`config.mk`:
```
export PLATFORM = sky130hd
export DESIGN_NAME = alu_op_sequencer
export DESIGN_NICKNAME = d
export VERILOG_FILES = /design/src/rtl/alu_op_sequencer.sv
export SDC_FILE = /design/constraint.sdc
export NUM_CORES = 1
export LEC_CHECK = 0
export ABC_AREA = 0
export CORE_MARGIN = 10
export CORE_UTILIZATION = 38
export DETAILED_ROUTE_END_ITERATION = 10
export PLACE_DENSITY_LB_ADDON = 0.25
export SKIP_CTS_REPAIR_TIMING = 1
export SYNTH_ARGS = -nofsm -noshare
export SYNTH_HDL_FRONTEND = slang
export SYNTH_SLANG_ARGS = --single-unit
```
`constraint.sdc`:
```
create_clock -name clk -period 5 [get_ports clk]
set_clock_uncertainty 0.1 [all_clocks]
set_input_delay 1.25 -clock clk [delete_from_list [all_inputs] [get_ports clk]]
set_output_delay 1.25 -clock clk [all_outputs]
set_load 0.1 [all_outputs]
```
`src/rtl/alu_op_sequencer.sv`:
```
`default_nettype none
// ============================================================================
//  Module   : alu_op_sequencer
//  Purpose  : Initiator-side controller for the 32-bit structural ALU.
//             Accepts one operation over a valid/ready request handshake and
//             drives the ALU operand/command lines from registers. It then
//             waits SETTLE_CYCLES clocks for the ripple path to resolve,
//             captures result and flags, and returns them over a valid/ready
//             response handshake.
//  Ports    :
//    clk, reset                       rising-edge clock, async active-high reset
//    req_valid/req_ready              request handshake
//    req_a, req_b, req_cmd            operands and 3-bit ALU command
//    alu_operandA/B, alu_command      registered drive to the ALU
//    alu_result, alu_carryout,
//    alu_zero, alu_overflow           ALU outputs, sampled at end of settle
//    resp_valid/resp_ready            response handshake
//    resp_result, resp_carryout,
//    resp_zero, resp_overflow         captured ALU outputs
//    busy                             high while an operation is in flight
//    op_count                         retired-response counter (wraps)
//  Revision : 1.0  initial release
// ============================================================================
module alu_op_sequencer #(
    parameter int SETTLE_CYCLES = 4,   // legal range 1..255
    parameter int CNT_W         = 16
) (
    input  logic              clk,
    input  logic              reset,
    input  logic              req_valid,
    output logic              req_ready,
    input  logic [31:0]       req_a,
    input  logic [31:0]       req_b,
    input  logic [2:0]        req_cmd,
    output logic [31:0]       alu_operandA,
    output logic [31:0]       alu_operandB,
    output logic [2:0]        alu_command,
    input  logic [31:0]       alu_result,
    input  logic              alu_carryout,
    input  logic              alu_zero,
    input  logic              alu_overflow,
    output logic              resp_valid,
    input  logic              resp_ready,
    output logic [31:0]       resp_result,
    output logic              resp_carryout,
    output logic              resp_zero,
    output logic              resp_overflow,
    output logic              busy,
    output logic [CNT_W-1:0]  op_count
);

    localparam logic [1:0] c_IDLE    = 2'd0;
    localparam logic [1:0] c_SETTLE  = 2'd1;
    localparam logic [1:0] c_RESPOND = 2'd2;

    // Counter is loaded with SETTLE_CYCLES-1 on the accept edge and the
    // sample happens on the edge that finds it at zero, which places the
    // sample exactly SETTLE_CYCLES edges after accept.
    localparam logic [7:0] c_SETTLE_LOAD = 8'(SETTLE_CYCLES - 1);

    logic [1:0]       r_state;
    logic [7:0]       r_settleCnt;
    logic [31:0]      r_aluOperandA;
    logic [31:0]      r_aluOperandB;
    logic [2:0]       r_aluCommand;
    logic [31:0]      r_respResult;
    logic             r_respCarryout;
    logic             r_respZero;
    logic             r_respOverflow;
    logic [CNT_W-1:0] r_opCount;

    always_ff @(posedge clk or posedge reset) begin
        if (reset) begin
            r_state        <= c_IDLE;
            r_settleCnt    <= '0;
            r_aluOperandA  <= '0;
            r_aluOperandB  <= '0;
            r_aluCommand   <= '0;
            r_respResult   <= '0;
            r_respCarryout <= 1'b0;
            r_respZero     <= 1'b0;
            r_respOverflow <= 1'b0;
            r_opCount      <= '0;
        end else begin
            case (r_state)
                c_IDLE: begin
                    // req_ready is implied by being in IDLE.
                    if (req_valid) begin
                        r_aluOperandA <= req_a;
                        r_aluOperandB <= req_b;
                        r_aluCommand  <= req_cmd;
                        r_settleCnt   <= c_SETTLE_LOAD;
                        r_state       <= c_SETTLE;
                    end
                end
                c_SETTLE: begin
                    if (r_settleCnt != 8'd0) begin
                        r_settleCnt <= r_settleCnt - 8'd1;
                    end else begin
                        r_respResult   <= alu_result;
                        r_respCarryout <= alu_carryout;
                        r_respZero     <= alu_zero;
                        r_respOverflow <= alu_overflow;
                        r_state        <= c_RESPOND;
                    end
                end
                c_RESPOND: begin
                    // Always return to IDLE: a new request cannot be taken in
                    // the same cycle a response retires.
                    if (resp_ready) begin
                        r_opCount <= r_opCount + 1'b1;
                        r_state   <= c_IDLE;
                    end
                end
                default: r_state <= c_IDLE;
            endcase
        end
    end

    assign req_ready     = (r_state == c_IDLE);
    assign busy          = (r_state != c_IDLE);
    assign resp_valid    = (r_state == c_RESPOND);
    assign alu_operandA  = r_aluOperandA;
    assign alu_operandB  = r_aluOperandB;
    assign alu_command   = r_aluCommand;
    assign resp_result   = r_respResult;
    assign resp_carryout = r_respCarryout;
    assign resp_zero     = r_respZero;
    assign resp_overflow = r_respOverflow;
    assign op_count      = r_opCount;

endmodule
`default_nettype wire

```
==> results by group, run 1 <==
Outcome
  • Outcome: completed

Synthesis
  • Most instantiated cells after synthesis: dfrtp_1 (128), mux2_2 (75), mux2_4 (29)
  • Mux contribution to synthesized area: 24.6%
  • Cell variety after synth: 38
  • XOR/XNOR Fraction of Synth Area: between 2 and 3%
  • Simple-Gate Fraction of Synth Area: under 10%
  • Top-area cell type share of the netlist area: approximately three fifths
  • Main synth FF type: dfrtp_1
  • Syn avg cell area: 15.7 sq um
  • Post-synth EDFFs: 0
  • Ys Warns: 0
  • Top cell type by total area after synthesis: dfrtp_1
  • Share of synthesized registers carrying an async set or reset: 100%
  • Main combinational cell family by area after synthesis: multiplexers
  • Synth area leaders: dfrtp_1 (62%), mux2_2 (16%), mux2_4 (8.4%)
  • Count leader, synth: dfrtp_1
  • Syn Nets: 441
  • Syn Std Cell Area: 5200 sq um
  • Seq/Total Area, Yosys: 61.6%
  • FF+latch count, synth: 128
  • Synth Area in Compound Gates: approximately 2.2%
  • Adder-Cell Fraction of Synth Area: less than 1%
  • Syn Inst Count: ~330

STA
  • Relative slew slack: between 30% and 40%
  • Final worst-path cycle share: around three quarters
  • Fin crit period: 3.70 ns
  • Final setup vio count: 0
  • Hold slack: between 0.3 and 0.4 ns
  • Slew @ Worst Pin: 1.03 ns
  • TNS Setup: 0 ns
  • Fmax achieved: approximately 0.27 GHz
  • Hold Vio Cnt, Final: 0
  • RSZ-0062 raised after global routing: false
  • Setup ws final: 1.30 ns
  • Slew Limit Fails: 0

Clocking
  • H-tree levels: 4
  • Clock sink total: 128
  • Num CTS Buffers: 17
  • Root Buffer: clkbuf_16
  • Clk Latency, worst-skew pair: 0.41 ns
  • Clock slew at reported path FFs: ~0.06 ns
  • Clock buffer depth: 2
  • TritonCTS clock tree: done

Finish
  • Filler cells: roughly 1,000
  • Area delta synth->final: 58.5%
  • Cell Count, Final, Fillers Out: 758
  • Fin nets: 678
  • Layout cells sized above 1: 25.1%
  • Number of diodes: 0

Worst setup path
  • RR Startpoint: r_state[0]
  • Required time worst endpoint: 3.65 ns
  • Nature of the critical path endpoint: output pin
  • Crit path launch type: flop
  • Setup CP Type: flop to output pin
  • RR Endpoint: alu_operandA[4]
  • Max Fanout on Critical Path: 8
  • CP arrival: about 2.4 ns
  • Reg2Reg Setup Slack: about 2.7 ns
  • FF-to-FF path depth: 4

Place
  • PortBufs: approximately 230
  • Dpl ws: ~1.6 ns
  • Placed Cells: a little over 700
  • DPL Wire Length: about 11,000 um
  • RePlAce Congestion: about 0.80

Global route
  • Largest net degree at the start of global routing: 69
  • Grt total ovfl: 0
  • Global-route wire length before repair: around 22,000 um
  • Gr usage total: 15.0%
  • Vias in the first global route: 3,870
  • Initial antenna violation count: 0

Min path
  • Hold Path Origin: op_count[15]
  • Hold/Removal Path Class: flop to flop
  • Hold Path Depth: 1
  • Worst hold endpoint: op_count[15]

Run
  • Maxcap violations: 0

Floorplanning
  • Die height: 137 um
  • Die area: between 15,000 and 20,000 sq um
  • Io pins: between 200 and 250
  • Core ar.: approximately 13,000 sq um
  • Initial core utilization: 39.1%
  • Die width: ~140 um
  • Row cnt: 42

Detailed routing
  • Via count: 3,583
  • WL final: between 10,000 and 15,000 um
  • DRT antenna net count: 0
  • M1 wire length: about 5300 um
  • Drt first pass iters: 4
  • DRC Markers: 0
  • Routed length on met3: ~1300 um
  • Routed len/inst: approximately 19 um
  • Met2 Wirelength: around 7300 um
  • Vias per cell: around 4.7
  • Top Metal Used: met4
  • DR iter-0 viols: 95
-- stage by stage --
step | util, % | instance area (sq um)
global placement | 57.3 | 7620
floorplan | - | 5200
detailed placement | 57.3 | 7620
global route | 62.0 | 8240
CTS | 62.0 | 8240
finish | 62.0 | 8240
-- how the worst max path moves through the flow --
| stage | cells past startpoint | slack (ns) | from | end |
|---|---|---|---|---|
| final | 3 | 1.30 | r_state[0] | resp_valid |
| after global routing | 3 | 1.19 | r_state[0] | resp_valid |
| after CTS | 3 | 1.28 | r_state[0] | resp_valid |
| after detailed placement | 4 | 1.57 | req_valid | alu_operandA[4] |
| after global placement | 4 | 1.62 | req_valid | alu_operandB[8] |
| after floorplan | 1 | 0.24 | reset | alu_command[0] |
-- sequential cells by signal, indices dropped and copies added, names as in the netlist --
register	count
op_count	16
alu_operandB	32
alu_command	3
r_state	2
resp_result	32
resp_carryout	1
resp_overflow	1
r_settleCnt	8
alu_operandA	32
resp_zero	1
-- logic make-up (layout without fill, tap and decap cells) --
group                      Yosys count  in the layout
AOI/OAI and AO/OA                   16             16
buffers and inverters               19            269
xor gates and xnor gates            16             16
and+or+nand+nor                     46             46
adders and majority gates            3              3
DFF                                128            128
muxes                              104            104
-- critical path, stage by stage (launching register included) --
cell	delay, ns
dfrtp_1	0.44
nand2b_1	0.24
inv_1	0.11
clkdlybuf4s50_1	1.14
-- layout by cell type, fill, tap and decap left out, types with 2 or more instances in the layout --
cell type        instances
a21oi_1                  2
a311oi_1                 2
and3_1                   2
buf_4                    2
bufinv_16                4
clkbuf_1                 2
clkbuf_16               17
clkbuf_8                 2
clkdlybuf4s50_1        226
clkinv_2                 5
dfrtp_1                128
ha_1                     3
inv_1                    7
mux2_2                  75
mux2_4                  29
nand2_1                  5
nand3_1                  2
nand4_1                  9
nor2_1                  12
o211ai_1                 2
o21ai_0                  3
o31ai_1                  2
or3_1                    2
xnor2_1                  9
xor2_1                   7
-- per-layer routing --
| layer | vias up | global-route usage (%) |
|---|---|---|
| met5 | - | 0 |
| met3 | 16 | 6.12 |
| met1 | 1796 | 16.7 |
| li1 | 1653 | - |
| met2 | 118 | 25.5 |
| met4 | 0 | 5.27 |
-- layout make-up --
class	instances	area (sq um)	share of cell area, %
flip-flops and latches	128	3200	38.9
repair buffers	229	2300	27.9
multi-input cells	185	1870	22.6
clock buffers	21	460	5.59
well taps	176	220	2.67
clock inverters	11	161	1.96
inverters	8	32.5	0.395
Power of run 1 is not shown: default switching activity piles up to over one toggle a cycle in this logic, so the estimate is an artifact.
==> run 2, diff against run 1 <==
==> constraint.sdc (replaced) <==
create_clock -name clk -period 3 [get_ports clk]
set_clock_uncertainty 0.1 [all_clocks]
set_input_delay 0.75 -clock clk [delete_from_list [all_inputs] [get_ports clk]]
set_output_delay 0.75 -clock clk [all_outputs]
set_load 0.1 [all_outputs]
==> results by group, run 2 (synthesized netlist as in run 1, its figures left out) <==
Global route
  • Met1 Use GR: roughly 15%
  • Global-route wire length before repair: approximately 21,000 um
  • GR peak layer: met2
  • Initial antenna violation count: 0
  • Met3 usage: 6.30%
  • Gr usage total: between 10% and 20%
  • Vias in the first global route: ~3,800
  • Met2 Usage GRT: between 20% and 30%
  • Largest net degree at the start of global routing: 129
  • Grt total ovfl: 0

Worst setup path
  • Setup CP Type: flop to output pin
  • Reg2Reg Setup Slack: approximately 0.99 ns
  • CP arrival: 1.51 ns
  • Max incr delay on CP: between 0.4 and 0.5 ns
  • Crit-path leading delay family: flip-flops
  • Required time worst endpoint: 2.15 ns
  • Nature of the critical path endpoint: output pin
  • Slowest-stage cell, CP: dfrtp_1
  • Crit path launch type: flop
  • Crit path buffers/inverters: 2
  • FF-to-FF path depth: 4
  • RR Endpoint: resp_result[21]
  • Max Fanout on Critical Path: 8
  • Crit-path cells: nand2b_1, inv_1, buf_4
  • RR Startpoint: r_settleCnt[4]

Finish
  • Most frequent cells in the layout: dfrtp_1 (128), buf_4 (122), clkdlybuf4s50_1 (105), mux2_2 (75), mux2_4 (29)
  • Area delta synth->final: 54.1%
  • Finished Cell Area: about 8000 sq um
  • Most common cell after layout, fill and taps aside: dfrtp_1
  • Fin nets: 678
  • Layout cells sized above 1: between 40% and 50%
  • Number of diodes: 0

Floorplanning
  • Core ar.: about 13,000 sq um
  • Die width: roughly 140 um
  • Row cnt: 42
  • Initial core utilization: 39.1%
  • Die area: between 15,000 and 20,000 sq um
  • Io pins: 227
  • Die height: between 100 and 150 um

Clocking
  • Clock sink total: 128
  • Clk Latency, worst-skew pair: 0.41 ns
  • Clock buffer depth: 2
  • H-tree levels: 4
  • TritonCTS clock tree: done
  • Num CTS Buffers: 17
  • Root Buffer: clkbuf_16
  • Clock slew at reported path FFs: 0.05 ns

STA
  • Final setup vio count: 0
  • Relative slew slack: ~53%
  • Slew @ Worst Pin: a little over 0.7 ns
  • Slew Limit Fails: 0
  • TNS Setup: 0 ns
  • Hold Vio Cnt, Final: 0
  • Fin crit period: about 2.4 ns
  • RSZ-0062 raised after global routing: false
  • Fmax achieved: roughly 0.42 GHz
  • Hold slack: 0.377 ns
  • Final worst-path cycle share: between 70 and 80%

Detailed routing
  • DR iter-0 viols: 81
  • WL final: around 14,000 um
  • DRC Markers: 0
  • Routed len/inst: around 18 um
  • Via count: 3,564
  • Vias per cell: 4.70
  • Drt first pass iters: 4
  • DRT antenna net count: 0

Min path
  • Hold/Removal Path Class: flop to flop
  • Hold Path Depth: 1
  • Hold Path Origin: op_count[15]
  • Worst hold endpoint: op_count[15]

Place
  • DPL Wire Length: between 10,000 and 15,000 um
  • DP Area: roughly 7300 sq um
  • RePlAce Congestion: between 0.7 and 0.8
  • PortBufs: 226

Outcome
  • Outcome: completed

Run
  • Maxcap violations: 0
[run 2: metal layers]
layer	wire length, um	vias up
met5	0	-
met4	142	0
met3	1110	12
met2	7560	107
met1	5030	1790
li1	-	1655
[run 2: layout make-up]
cell class              count  area, sq um
clock buffers              22          474
clock inverters            10          205
fillers                  1063         5280
inverters                   8         33.8
multi-input cells         185         1870
flip-flops and latches    128         3200
well taps                 176          220
repair buffers            229         2010
[run 2: stage by stage]
step | std cells | worst slack, ns | utilization [%]
2_1_floorplan | 332 | 0.128 | -
5_1_grt | 758 | 0.528 | 60.3
3_3_place_gp | 726 | 0.528 | 55.1
6_report | 758 | 0.639 | 60.3
4_1_cts | 758 | 0.620 | 60.3
3_5_place_dp | 726 | 0.513 | 55.1
[run 2: worst max-delay path by stage]
stage | cells after the start | slack (ns) | start | to
finish | 3 | 0.64 | r_state[0] | resp_valid
global route | 3 | 0.53 | r_state[0] | resp_valid
CTS | 3 | 0.62 | r_state[0] | resp_valid
detailed placement | 5 | 0.51 | resp_ready | op_count[13]
global placement | 5 | 0.53 | resp_ready | op_count[15]
floorplan | 2 | 0.13 | r_state[0] | busy
Power of run 2 is left out for the same reason.
==> run 3, diff against run 2 <==
==> constraint.sdc (replaced) <==
create_clock -name clk -period 2 [get_ports clk]
set_clock_uncertainty 0.1 [all_clocks]
set_input_delay 0.5 -clock clk [delete_from_list [all_inputs] [get_ports clk]]
set_output_delay 0.5 -clock clk [all_outputs]
set_load 0.1 [all_outputs]
==> results by group, run 3 (synthesized netlist as in run 1, its figures left out) <==
Outcome
  • Outcome: completed

Clocking
  • Clock slew at reported path FFs: around 0.05 ns
  • Clock sink total: around 130
  • Root Buffer: clkbuf_16
  • Clock buffer depth: 2
  • TritonCTS clock tree: done
  • H-tree levels: 4
  • Clk Latency, worst-skew pair: 0.41 ns
  • Num CTS Buffers: 17

Place
  • RePlAce Congestion: between 0.7 and 0.8
  • Placed Cells: around 740
  • PortBufs: 226
  • DP Area: ~9000 sq um
  • DPL Wire Length: approximately 12,000 um
  • Dpl ws: -0.168 ns

Detailed routing
  • Drt first pass iters: 4
  • Via count: 3,638
  • Routed len/inst: roughly 20 um
  • DR iter-0 viols: 134
  • DRC Markers: 0
  • WL final: 15,600 um
  • Vias per cell: approximately 4.7
  • DRT antenna net count: 0

Finish
  • Final core occ: between 70% and 80%
  • Area delta synth->final: 85.2%
  • Register area: about 3200 sq um
  • Area of the multi-input gates: about 1900 sq um
  • Filler cells: 857
  • Cell Count, Final, Fillers Out: 770
  • Fin nets: just under 700
  • Most frequent cells in the layout: dfrtp_1 (126), buf_12 (126), clkdlybuf4s50_1 (105), mux2_2 (75), mux2_4 (29)
  • Number of diodes: 0
  • Finished Cell Area: between 9000 and 10,000 sq um
  • Layout cells sized above 1: around 48%

Worst setup path
  • Setup crit start: r_state[1]
  • Reg2Reg Setup Slack: 0.11 ns
  • Max incr delay on CP: between 0.4 and 0.5 ns
  • FF-to-FF path depth: 4
  • Max Fanout on Critical Path: 5
  • RR Endpoint: resp_result[20]
  • Slowest-stage cell, CP: dfrtp_2
  • RR Startpoint: r_settleCnt[4]
  • Critical path depth in cells: 4
  • CP arrival: approximately 1.3 ns
  • Required time worst endpoint: approximately 1.4 ns
  • Crit path buffers/inverters: 3
  • Crit-path cells: nor2_4, buf_4, inv_1, buf_12
  • Crit-path leading delay family: flip-flops
  • Nature of the critical path endpoint: output pin
  • Setup crit end: busy
  • Crit path launch type: flop
  • Setup CP Type: flop to output pin

STA
  • Setup ws final: 0.0647 ns
  • Hold Vio Cnt, Final: 0
  • Slew Limit Fails: 0
  • Fin crit period: approximately 1.9 ns
  • Final worst-path cycle share: 96.8%
  • Final setup vio count: 0
  • RSZ-0062 raised after global routing: false
  • Relative slew slack: between 70 and 80%
  • Fmax achieved: between 0.5 and 0.6 GHz
  • Slew @ Worst Pin: 0.381 ns

Global route
  • Grt total ovfl: 0
  • Initial antenna violation count: 0
  • Largest net degree at the start of global routing: 69
  • Vias in the first global route: 4,161
  • Global-route wire length before repair: 24,100 um
  • Gr usage total: 16.9%

Floorplanning
  • Initial core utilization: slightly below 40%
  • Die height: about 140 um
  • Die area: 18,800 sq um
  • Die width: around 140 um
  • Io pins: about 230
  • Row cnt: 42
  • Core ar.: 13,300 sq um

Run
  • Maxcap violations: 0

Min path
  • Hold/Removal Path Class: flop to flop
  • Hold Path Depth: 1
## run 3: cell types whose count changed in the layout (fill, tap and decap cells not counted), sizes merged
cell | previous run | this run
clkinv | 2 | 1
clkinvlp | 3 | 1
clkbuf | 22 | 27
buf | 124 | 137
bufinv | 6 | 3
## run 3: layout make-up
| cell class | instances | area share [%] |
|---|---|---|
| Clock buffer | 27 | 5.54 |
| Clock inverter | 4 | 0.988 |
| Inverter | 8 | 0.351 |
| Multi-Input combinational cell | 185 | 19.5 |
| Sequential cell | 128 | 33.3 |
| Tap cell | 176 | 2.29 |
| Timing Repair Buffer | 242 | 38.0 |
## run 3: metrics by stage
step / setup TNS [ns] / hold slack [ns]
2_1_floorplan: -27.70 / 0.432
3_3_place_gp: -2.44 / 0.424
3_5_place_dp: -5.04 / 0.432
4_1_cts: -0.123 / 0.439
5_1_grt: 0 / 0.449
6_report: 0 / 0.433
## run 3: routing by layer
metal / part of all wire, % / up-vias / GRT usage, %
met5: 0 / - / 0
met4: 1.1 / 0 / 5.21
met3: 7.6 / 18 / 6.52
met2: 57 / 121 / 31.1
met1: 34 / 1817 / 17.2
li1: - / 1682 / -
## run 3: how the worst min path moves through the flow
stage                   start              to  slack, ns
6_report         op_count[15]    op_count[15]       0.43
5_1_grt          op_count[15]    op_count[15]       0.45
4_1_cts          op_count[15]    op_count[15]       0.44
3_5_place_dp     op_count[15]    op_count[15]       0.43
3_3_place_gp     op_count[15]    op_count[15]       0.42
2_1_floorplan  r_settleCnt[2]  r_settleCnt[2]       0.43
Power of run 3 is left out for the same reason.
